### src/rtl/product_accumulator_if.sv
// Product-beat input port and burst-result output port of the product accumulator.
// master = producer/consumer side, slave = accumulator.
interface product_accumulator_if #(
    parameter int PROD_W    = 10,
    parameter int ACC_W     = 16,
    parameter int MAX_TERMS = 8
);
    localparam int CW = $clog2(MAX_TERMS + 1);

    logic              clear;
    logic              in_valid;
    logic              in_ready;
    logic [PROD_W-1:0] in_prod;
    logic              in_last;
    logic              out_valid;
    logic              out_ready;
    logic [ACC_W-1:0]  out_sum;
    logic [CW-1:0]     out_count;
    logic              out_ovf;

    modport master (
        output clear, in_valid, in_prod, in_last, out_ready,
        input  in_ready, out_valid, out_sum, out_count, out_ovf
    );

    modport slave (
        input  clear, in_valid, in_prod, in_last, out_ready,
        output in_ready, out_valid, out_sum, out_count, out_ovf
    );
endinterface

### src/rtl/product_accumulator.sv
// Sums a burst of unsigned multiplier products into a saturating accumulator, one result per burst.
// Latency: closing beat accepted at edge N -> out_valid high after edge N.
// Backpressure: in_ready low while a result is held; input stalls until the result is taken.
module product_accumulator #(
    parameter int PROD_W    = 10,
    parameter int ACC_W     = 16,
    parameter int MAX_TERMS = 8
) (
    input  logic                      clk,
    input  logic                      rst_n,
    product_accumulator_if.slave      bus
);
    localparam int CW = $clog2(MAX_TERMS + 1);

    typedef enum logic {
        ACCUM = 1'b0,
        HOLD  = 1'b1
    } state_t;

    typedef struct packed {
        logic [ACC_W-1:0] sum;
        logic [CW-1:0]    count;
        logic             ovf;
    } res_t;

    state_t           state_q, state_d;
    logic [ACC_W-1:0] acc_q, acc_d;
    logic [CW-1:0]    cnt_q, cnt_d;
    logic             ovf_q, ovf_d;
    logic             out_vld_q, out_vld_d;
    res_t             res_q, res_d;

    logic             beat_acc;
    logic             closing;
    logic [ACC_W:0]   nsum;
    logic [ACC_W-1:0] acc_nx;
    logic [CW-1:0]    cnt_nx;
    logic             ovf_nx;

    assign bus.in_ready  = (state_q == ACCUM);
    assign bus.out_valid = out_vld_q;
    assign bus.out_sum   = res_q.sum;
    assign bus.out_count = res_q.count;
    assign bus.out_ovf   = res_q.ovf;

    // One extra bit on the adder exposes the carry used for saturation.
    assign beat_acc = bus.in_valid && (state_q == ACCUM) && !bus.clear;
    assign nsum     = {1'b0, acc_q} + {{(ACC_W + 1 - PROD_W){1'b0}}, bus.in_prod};
    assign acc_nx   = nsum[ACC_W] ? {ACC_W{1'b1}} : nsum[ACC_W-1:0];
    assign ovf_nx   = ovf_q | nsum[ACC_W];
    assign cnt_nx   = cnt_q + CW'(1);
    assign closing  = beat_acc && (bus.in_last || (cnt_nx == CW'(MAX_TERMS)));

    always_comb begin
        state_d   = state_q;
        acc_d     = acc_q;
        cnt_d     = cnt_q;
        ovf_d     = ovf_q;
        out_vld_d = out_vld_q;
        res_d     = res_q;

        if (bus.clear) begin
            // Abort wins over both a coincident beat and a coincident result pickup.
            state_d   = ACCUM;
            acc_d     = '0;
            cnt_d     = '0;
            ovf_d     = 1'b0;
            out_vld_d = 1'b0;
        end else begin
            case (state_q)
                ACCUM: begin
                    if (beat_acc) begin
                        acc_d = acc_nx;
                        cnt_d = cnt_nx;
                        ovf_d = ovf_nx;
                        if (closing) begin
                            res_d.sum   = acc_nx;
                            res_d.count = cnt_nx;
                            res_d.ovf   = ovf_nx;
                            out_vld_d   = 1'b1;
                            state_d     = HOLD;
                        end
                    end
                end
                HOLD: begin
                    if (out_vld_q && bus.out_ready) begin
                        out_vld_d = 1'b0;
                        acc_d     = '0;
                        cnt_d     = '0;
                        ovf_d     = 1'b0;
                        state_d   = ACCUM;
                    end
                end
                default: state_d = ACCUM;
            endcase
        end
    end

    always_ff @(posedge clk or negedge rst_n) begin
        if (!rst_n) begin
            state_q   <= ACCUM;
            acc_q     <= '0;
            cnt_q     <= '0;
            ovf_q     <= 1'b0;
            out_vld_q <= 1'b0;
            res_q     <= '0;
        end else begin
            state_q   <= state_d;
            acc_q     <= acc_d;
            cnt_q     <= cnt_d;
            ovf_q     <= ovf_d;
            out_vld_q <= out_vld_d;
            res_q     <= res_d;
        end
    end
endmodule

### src/flat_wrapper.sv
// flat-port wrapper written by rule: the top's interface ports become plain ports
module product_accumulator_flat 
#(
    parameter int PROD_W    = 10,
    parameter int ACC_W     = 16,
    parameter int MAX_TERMS = 8
)
  (clk, rst_n, bus_clear, bus_in_valid, bus_in_prod, bus_in_last, bus_out_ready, bus_in_ready, bus_out_valid, bus_out_sum, bus_out_count, bus_out_ovf);
  product_accumulator_if #(.PROD_W(PROD_W), .ACC_W(ACC_W), .MAX_TERMS(MAX_TERMS)) bus_i ();
  input  logic clk;
  input  logic rst_n;
  input wire logic [$bits(bus_i.clear)-1:0] bus_clear;
  input wire logic [$bits(bus_i.in_valid)-1:0] bus_in_valid;
  input wire logic [$bits(bus_i.in_prod)-1:0] bus_in_prod;
  input wire logic [$bits(bus_i.in_last)-1:0] bus_in_last;
  input wire logic [$bits(bus_i.out_ready)-1:0] bus_out_ready;
  output wire logic [$bits(bus_i.in_ready)-1:0] bus_in_ready;
  output wire logic [$bits(bus_i.out_valid)-1:0] bus_out_valid;
  output wire logic [$bits(bus_i.out_sum)-1:0] bus_out_sum;
  output wire logic [$bits(bus_i.out_count)-1:0] bus_out_count;
  output wire logic [$bits(bus_i.out_ovf)-1:0] bus_out_ovf;
  assign bus_i.clear = bus_clear;
  assign bus_i.in_valid = bus_in_valid;
  assign bus_i.in_prod = bus_in_prod;
  assign bus_i.in_last = bus_in_last;
  assign bus_i.out_ready = bus_out_ready;
  assign bus_in_ready = bus_i.in_ready;
  assign bus_out_valid = bus_i.out_valid;
  assign bus_out_sum = bus_i.out_sum;
  assign bus_out_count = bus_i.out_count;
  assign bus_out_ovf = bus_i.out_ovf;
  product_accumulator #(.PROD_W(PROD_W), .ACC_W(ACC_W), .MAX_TERMS(MAX_TERMS)) u_core (.clk(clk), .rst_n(rst_n), .bus(bus_i));
endmodule
### config.mk
export PLATFORM = sky130hd
export DESIGN_NAME = product_accumulator_flat
export DESIGN_NICKNAME = d
export VERILOG_FILES = /design/src/rtl/product_accumulator_if.sv /design/src/rtl/product_accumulator.sv /design/src/flat_wrapper.sv
export SDC_FILE = /design/constraint.sdc
export NUM_CORES = 1
export LEC_CHECK = 0
export CAP_MARGIN = 0
export CELL_PAD_IN_SITES_DETAIL_PLACEMENT = 1
export CELL_PAD_IN_SITES_GLOBAL_PLACEMENT = 2
export CORE_UTILIZATION = 31
export CTS_BUF_LIST = sky130_fd_sc_hd__clkbuf_8
export CTS_CLUSTER_SIZE = 28
export DETAILED_ROUTE_END_ITERATION = 10
export PLACE_DENSITY_LB_ADDON = 0.12
export SYNTH_ARGS = -nofsm -noshare
export SYNTH_HDL_FRONTEND = slang
export SYNTH_SLANG_ARGS = --single-unit
### constraint.sdc
create_clock -name clk -period 2.1 [get_ports clk]
set_input_delay 0.63 -clock clk [delete_from_list [all_inputs] [get_ports clk]]
set_output_delay 0.63 -clock clk [all_outputs]
set_load 0.05 [all_outputs]
* After elaboration in Yosys (flattened, before gate mapping)
Index checks and enable logic that the tools add are counted.
Word-level totals: register bits after elaboration 44, output and inout bits 23, input bits 16, logic and storage cells 48
Operators by class: bitwise logic cells 3, mux-type cells 22, reduce and logical (&&, ||, !) cells 9, add/sub/neg operators 2, equality and inequality tests 4
Operators by type and width (number):
- 2-to-1 mux 16 bit | 4
- case mux 16 bit (2 select lines) | 1
- adder 16 x 10 -> 17 bit | 1
- 2-to-1 mux 4 bit | 3
- 2-to-1 mux 1 bit | 10
- case mux 4 bit (2 select lines) | 1
- inequality test 3 x 2 -> 1 bit, second input constant | 2
- case mux 1 bit (2 select lines) | 3
- adder 4 x 1 -> 4 bit, second input constant | 1
- == test 4 bit, second input constant | 1
- logical AND 1 bit | 4
- AND reduction 4 bit | 1
- inequality test 3 bit, second input constant | 1
- AND reduction 3 bit | 1
- NOT 1 bit | 2
- AND reduction 2 bit | 1
- logical NOT 1 bit | 1
- logical OR 1 bit | 1
- OR 1 bit | 1

* Logic depth before layout (Yosys ltp)
word-level depth 8, gate-level depth with buffers 8, mapped depth without buffers 7

* Least setup slack after synthesis
OpenSTA, ideal clock, no wires.
kind input -> register, start point in bus_in_prod[0], end point reg u_core.res_q (netlist bit u_core.bus.out_sum[7]), path slack -0.421 ns, buffers on the path 1, required time 1.975 ns, stages 8, setup time 0.125 ns, arrival 2.397 ns, path through ha_1 -> fa_1 -> a21oi_1 -> o211ai_1 -> a221oi_2 -> buf_4 -> o22ai_1 -> mux2_2
On the way: word-level cells in the longest chain between the ends 2
Ends and longest elaborated chain:
- start: declaration | RTL line flat_wrapper.sv:14 | input wire logic [$bits(bus_i.in_prod)-1:0] bus_in_prod;
- adder 16 x 10 -> 17 bit | RTL line product_accumulator.sv:48 | assign nsum = {1'b0, acc_q} + {{(ACC_W + 1 - PROD_W){1'b0}}, bus.in_prod};
- 2-to-1 mux 16 bit | RTL line product_accumulator.sv:49 | assign acc_nx = nsum[ACC_W] ? {ACC_W{1'b1}} : nsum[ACC_W-1:0];
- end signal: assignment | RTL line product_accumulator.sv:113 | res_q <= res_d;
- end: declaration | RTL line product_accumulator.sv:31 | res_t res_q, res_d;
No other way between the ends. A chain may end at the register's enable or synchronous reset.

* Final worst setup path
start point in bus_in_prod[1], end point reg u_core.acc_q[12]
On the way: word-level cells in the longest chain between the ends 5
Ends and longest elaborated chain:
- adder 16 x 10 -> 17 bit | RTL line product_accumulator.sv:48
- 2-to-1 mux 16 bit | RTL line product_accumulator.sv:49
- 2-to-1 mux 16 bit | RTL line product_accumulator.sv:72 | if (beat_acc) begin
- case mux 16 bit (2 select lines) | RTL line product_accumulator.sv:70 | case (state_q)
- 2-to-1 mux 16 bit | RTL line product_accumulator.sv:62 | if (bus.clear) begin
- end signal: assignment | RTL line product_accumulator.sv:102 | acc_q <= '0;
- end signal: assignment | RTL line product_accumulator.sv:109 | acc_q <= acc_d;
- end: declaration | RTL line product_accumulator.sv:27 | logic [ACC_W-1:0] acc_q, acc_d;
No other way between the ends. The select of a mux whose other input is x is not followed.

==> metrics.txt <==
# TYPE chip_impl_metric gauge
chip_impl_metric{name="sequential_to_total_area_share_from_yosys_stat",unit="%"} 43.5
chip_impl_metric{name="drive_above_1_share",unit="%"} 44.1
chip_impl_info{name="violations_in_the_final_reports",value="setup timing"} 1
chip_impl_metric{name="fp.dieW",unit="um"} 92.4
chip_impl_metric{name="global_route.usage.total",unit="%"} 20.9
chip_impl_metric{name="route.detailed.drc",unit=""} 0
chip_impl_info{name="path_delay_family",value="compound AO/OA/AOI/OAI gates"} 1
chip_impl_metric{name="fin_ws",unit="ns"} -0.262
chip_impl_info{name="combinational_family_with_the_most_area_after_synthesis",value="compound AO/OA/AOI/OAI gates"} 1
chip_impl_metric{name="multi_input_area",unit="um2"} 1690
chip_impl_metric{name="post_drt_wl_per_cell",unit="um"} 17.8
chip_impl_info{name="min_path_type",value="in2async"} 1
chip_impl_metric{name="die_ar",unit="um2"} 8540
chip_impl_metric{name="reg2reg_path_depth",unit=""} 8
chip_impl_info{name="clock_tree_from_tritoncts",value="built"} 1
chip_impl_metric{name="synth_simple_gate_area_share",unit="%"} 16.0
chip_impl_metric{name="critPathMaxFanout",unit=""} 8
chip_impl_metric{name="syn_area_per_cell",unit="um2"} 9.45
chip_impl_metric{name="total_leakage_power",unit="nW"} 1.79
chip_impl_metric{name="maxCapViolCount",unit=""} 0
chip_impl_metric{name="final_antenna_net_count",unit=""} 0
chip_impl_info{name="clk_root_buffer_cell",value="sky130_fd_sc_hd__clkbuf_8"} 1
chip_impl_metric{name="grt_max_degree",unit=""} 45
chip_impl_metric{name="synth_async_sr_flop_share",unit="%"} 100
chip_impl_metric{name="timing.final.hold_violations",unit=""} 0
chip_impl_metric{name="layout_overhead_on_the_synthesized_area",unit="%"} 59.4
chip_impl_info{name="cp-end-kind",value="register"} 1
chip_impl_metric{name="synthesis.nets",unit=""} 296
chip_impl_metric{name="dpl_ws",unit="ns"} -1.01
chip_impl_metric{name="yosys_warnings",unit=""} 0
chip_impl_metric{name="drt_pass_1_iters",unit=""} 4
chip_impl_info{name="cp_cell_sequence",value="clkdlybuf4s15_2 > fa_2 > a21oi_2 > o211ai_1 > a221o_2 > buf_6 > a31oi_4 > o22a_1"} 1
chip_impl_metric{name="finalSetupViolations",unit=""} 34
chip_impl_info{name="synthDominantAreaCellType",value="sky130_fd_sc_hd__dfrtp_1"} 1
chip_impl_metric{name="synth-compound-area-share",unit="%"} 27.2
chip_impl_metric{name="numCtsBuffers",unit=""} 5
chip_impl_metric{name="pwr_density_cell",unit="nW/um2"} 825
chip_impl_metric{name="antenna_found_initial",unit=""} 0
chip_impl_info{name="netlist_top_cells_area",value="sky130_fd_sc_hd__dfrtp_1 (43%), sky130_fd_sc_hd__nand2_1 (6.4%), sky130_fd_sc_hd__ha_1 (5.4%)"} 1
chip_impl_metric{name="yosys.cell_types.count",unit=""} 58
chip_impl_info{name="worst_path_max_delay_cell",value="sky130_fd_sc_hd__a221o_2"} 1
chip_impl_metric{name="clock_tree.buffer_depth",unit=""} 2
chip_impl_metric{name="yosys.area_share.adder",unit="%"} 6.22
chip_impl_metric{name="clock_latency",unit="ns"} 0.31
chip_impl_metric{name="worstPathArrival",unit="ns"} 2.61
chip_impl_metric{name="finalClockSkew",unit="ns"} 0.00800
chip_impl_metric{name="yosys_register_bits",unit=""} 44
chip_impl_metric{name="final.period_utilization",unit="%"} 112
chip_impl_metric{name="layout_min_cycle_time",unit="ns"} 2.36
chip_impl_metric{name="fmax",unit="GHz"} 0.423
chip_impl_metric{name="syn-instance-count",unit=""} 268
chip_impl_metric{name="place.port_buffers",unit=""} 38
chip_impl_metric{name="critical_path.max_stage_delay",unit="ns"} 0.51
chip_impl_metric{name="chip_height",unit="um"} 92.4
chip_impl_metric{name="tightestPinTransition",unit="ns"} 0.442
chip_impl_info{name="status",value="finished with violations"} 1
chip_impl_metric{name="num-fill-cells",unit=""} 869
chip_impl_metric{name="io_pins",unit=""} 39
chip_impl_metric{name="floorplan.core_area",unit="um2"} 7810
chip_impl_metric{name="synth_enable_flop_cells",unit=""} 0
chip_impl_metric{name="count_of_h_tree_levels_built_during_cts",unit=""} 2
chip_impl_info{name="final_cell_mix",value="sky130_fd_sc_hd__buf_4 (84), sky130_fd_sc_hd__dfrtp_1 (44), sky130_fd_sc_hd__nand2_1 (42), sky130_fd_sc_hd__o21ai_1 (12), sky130_fd_sc_hd__nor2_1 (12)"} 1
chip_impl_metric{name="finalCoreUtilization",unit="%"} 51.7
chip_impl_metric{name="global_route.overflow_total",unit=""} 0
chip_impl_metric{name="logic_depth_of_the_worst_path_buffers_included",unit=""} 8
chip_impl_info{name="critical_path_class",value="in2reg"} 1
chip_impl_metric{name="vias_per_cell",unit=""} 5.25
chip_impl_metric{name="place.gp.congestion",unit=""} 0.804
chip_impl_metric{name="finalMaxSlewViolations",unit=""} 0
chip_impl_metric{name="clock_sinks",unit=""} 44
chip_impl_metric{name="grt_first_pass_wirelength",unit="mm"} 13.8
chip_impl_metric{name="routed-via-count",unit=""} 2499
chip_impl_metric{name="area.sequential",unit="um2"} 1100
chip_impl_metric{name="dp_hpwl",unit="mm"} 5.59
chip_impl_metric{name="path_buf_inv",unit=""} 2
chip_impl_metric{name="post_synth_xor_area_fraction",unit="%"} 2.77
chip_impl_metric{name="clk_pin_slew_worst_paths",unit="ns"} 0.09
chip_impl_metric{name="share_of_the_synthesized_area_in_the_top_cell_type",unit="%"} 43.5
chip_impl_metric{name="max-slew-margin-rel",unit="%"} 70.5
chip_impl_info{name="start_kind",value="primary input"} 1
chip_impl_metric{name="drt_first_iter_violations",unit=""} 73
chip_impl_metric{name="mappedNetlistArea",unit="um2"} 2530
chip_impl_metric{name="final_net_count",unit=""} 401
chip_impl_metric{name="wl",unit="mm"} 8.47
chip_impl_metric{name="core_rows",unit=""} 32
chip_impl_metric{name="vias_in_the_first_global_route",unit=""} 2643
chip_impl_metric{name="required",unit="ns"} 2.35
chip_impl_info{name="rsz0062_at_grt",value="true"} 1
chip_impl_metric{name="initial_utilization",unit="%"} 32.5
chip_impl_info{name="synth_flop_cell",value="sky130_fd_sc_hd__dfrtp_1"} 1
chip_impl_info{name="mostFrequentLayoutCell",value="sky130_fd_sc_hd__buf_4"} 1
chip_impl_metric{name="peakVddDrop",unit="V"} 0.000294
chip_impl_metric{name="n_antenna_cell",unit=""} 0
chip_impl_metric{name="synth.mux.area_fraction",unit="%"} 0.840
==> routing by layer <==
layer | GRT usage (%) | routed length, um | vias up
li1 | - | - | 1206
met4 | 6.51 | 101 | 0
met3 | 3.04 | 194 | 9
met2 | 35.9 | 4300 | 38
met5 | 0 | 0 | -
met1 | 26.9 | 3880 | 1246
==> cell type report <==
cell class                      count  share of cell area (%)
Multi-Input combinational cell    205                    41.8
Sequential cell                    44                    27.3
Timing Repair Buffer              114                    24.5
Tap cell                          102                    3.16
Clock buffer                        6                    2.05
Clock inverter                      2                   0.961
Inverter                            3                   0.279
==> sequential cells by signal, indices dropped and copies added, names as in the netlist <==
signal / count
u_core.acc_q: 16
u_core.bus.out_count: 4
u_core.bus.out_ovf: 1
u_core.bus.out_sum: 16
u_core.bus.out_valid: 1
u_core.cnt_q: 4
u_core.ovf_q: 1
u_core.state_q: 1
==> synth_stat cells (2+ instances only) <==
cell type,instances
sky130_fd_sc_hd__o21a_1,3
sky130_fd_sc_hd__nor3_1,3
sky130_fd_sc_hd__nand2_1,43
sky130_fd_sc_hd__o31ai_1,3
sky130_fd_sc_hd__o21ai_0,24
sky130_fd_sc_hd__or3_1,2
sky130_fd_sc_hd__o211ai_1,9
sky130_fd_sc_hd__buf_2,3
sky130_fd_sc_hd__inv_1,3
sky130_fd_sc_hd__a22o_1,3
sky130_fd_sc_hd__o32a_1,2
sky130_fd_sc_hd__a31oi_1,10
sky130_fd_sc_hd__o21ai_1,3
sky130_fd_sc_hd__dfrtp_1,44
sky130_fd_sc_hd__nand3_1,7
sky130_fd_sc_hd__and3_1,5
sky130_fd_sc_hd__a21o_1,3
sky130_fd_sc_hd__xnor2_1,3
sky130_fd_sc_hd__buf_4,2
sky130_fd_sc_hd__a22oi_1,2
sky130_fd_sc_hd__xor2_1,5
sky130_fd_sc_hd__nand3b_1,2
sky130_fd_sc_hd__and2_1,3
sky130_fd_sc_hd__ha_1,11
sky130_fd_sc_hd__nor2_1,13
sky130_fd_sc_hd__a21oi_1,16
sky130_fd_sc_hd__clkbuf_1,10
==> stage by stage <==
stage | TNS [ns] | hold slack, ns | instance area (um2) | power [mW] | cells
6_report | -6.80 | 0.277 | 4040 | 3.33 | 476
5_1_grt | -8.79 | 0.306 | 4040 | 3.50 | 476
4_1_cts | -6.13 | 0.295 | 3930 | 3.27 | 474
3_5_place_dp | -31.67 | 0.468 | 3410 | 2.33 | 445
3_3_place_gp | -29.86 | 0.463 | 3410 | 2.31 | 445
2_1_floorplan | -7.88 | 0.334 | 2600 | 1.82 | 268
==> worst paths after layout <==
| check | from | to | slack [ns] |
|---|---|---|---|
| max | bus_in_prod[1] | u_core.acc_q[12]$_DFFE_PN0P_ | -0.26 |
| min | rst_n | u_core.acc_q[5]$_DFFE_PN0P_ | 0.28 |
| max reg2reg | u_core.acc_q[0]$_DFFE_PN0P_ | u_core.acc_q[12]$_DFFE_PN0P_ | -0.25 |
| min reg2reg | u_core.bus.out_sum[4]$_DFFE_PN0P_ | u_core.bus.out_sum[4]$_DFFE_PN0P_ | 0.49 |
| max in group asynchronous | rst_n | u_core.bus.out_sum[6]$_DFFE_PN0P_ | 1.58 |
| min in group clk | u_core.bus.out_sum[4]$_DFFE_PN0P_ | u_core.bus.out_sum[4]$_DFFE_PN0P_ | 0.49 |
==> cell families after synthesis <==
| group | count (synthesis) |
|---|---|
| adders and majority gates | 12 |
| muxes | 2 |
| buffers and inverters | 19 |
| xor gates and xnor gates | 8 |
| AOI/OAI and AO/OA | 97 |
| DFF | 44 |
| and+or+nand+nor | 86 |
==> what timing repair did <==
item,CTS,global route
gates cloned,1,1
resized for setup,66,23
setup endpoints to repair,34,34
hold endpoints to repair,0,0
hold buffers,0,0
pin swaps,32,17
setup buffers,23,1
==> where the power goes <==
group          switching [mW]  total, mW  internal, mW  leakage, nW
sequential             0.0959       1.06         0.965        0.577
clock                   0.318      0.707         0.389       0.0614
combinational           0.874       1.56         0.689         1.15
total                    1.29       3.33          2.04         1.79
Note: power is estimated with default switching activity, not from simulation.
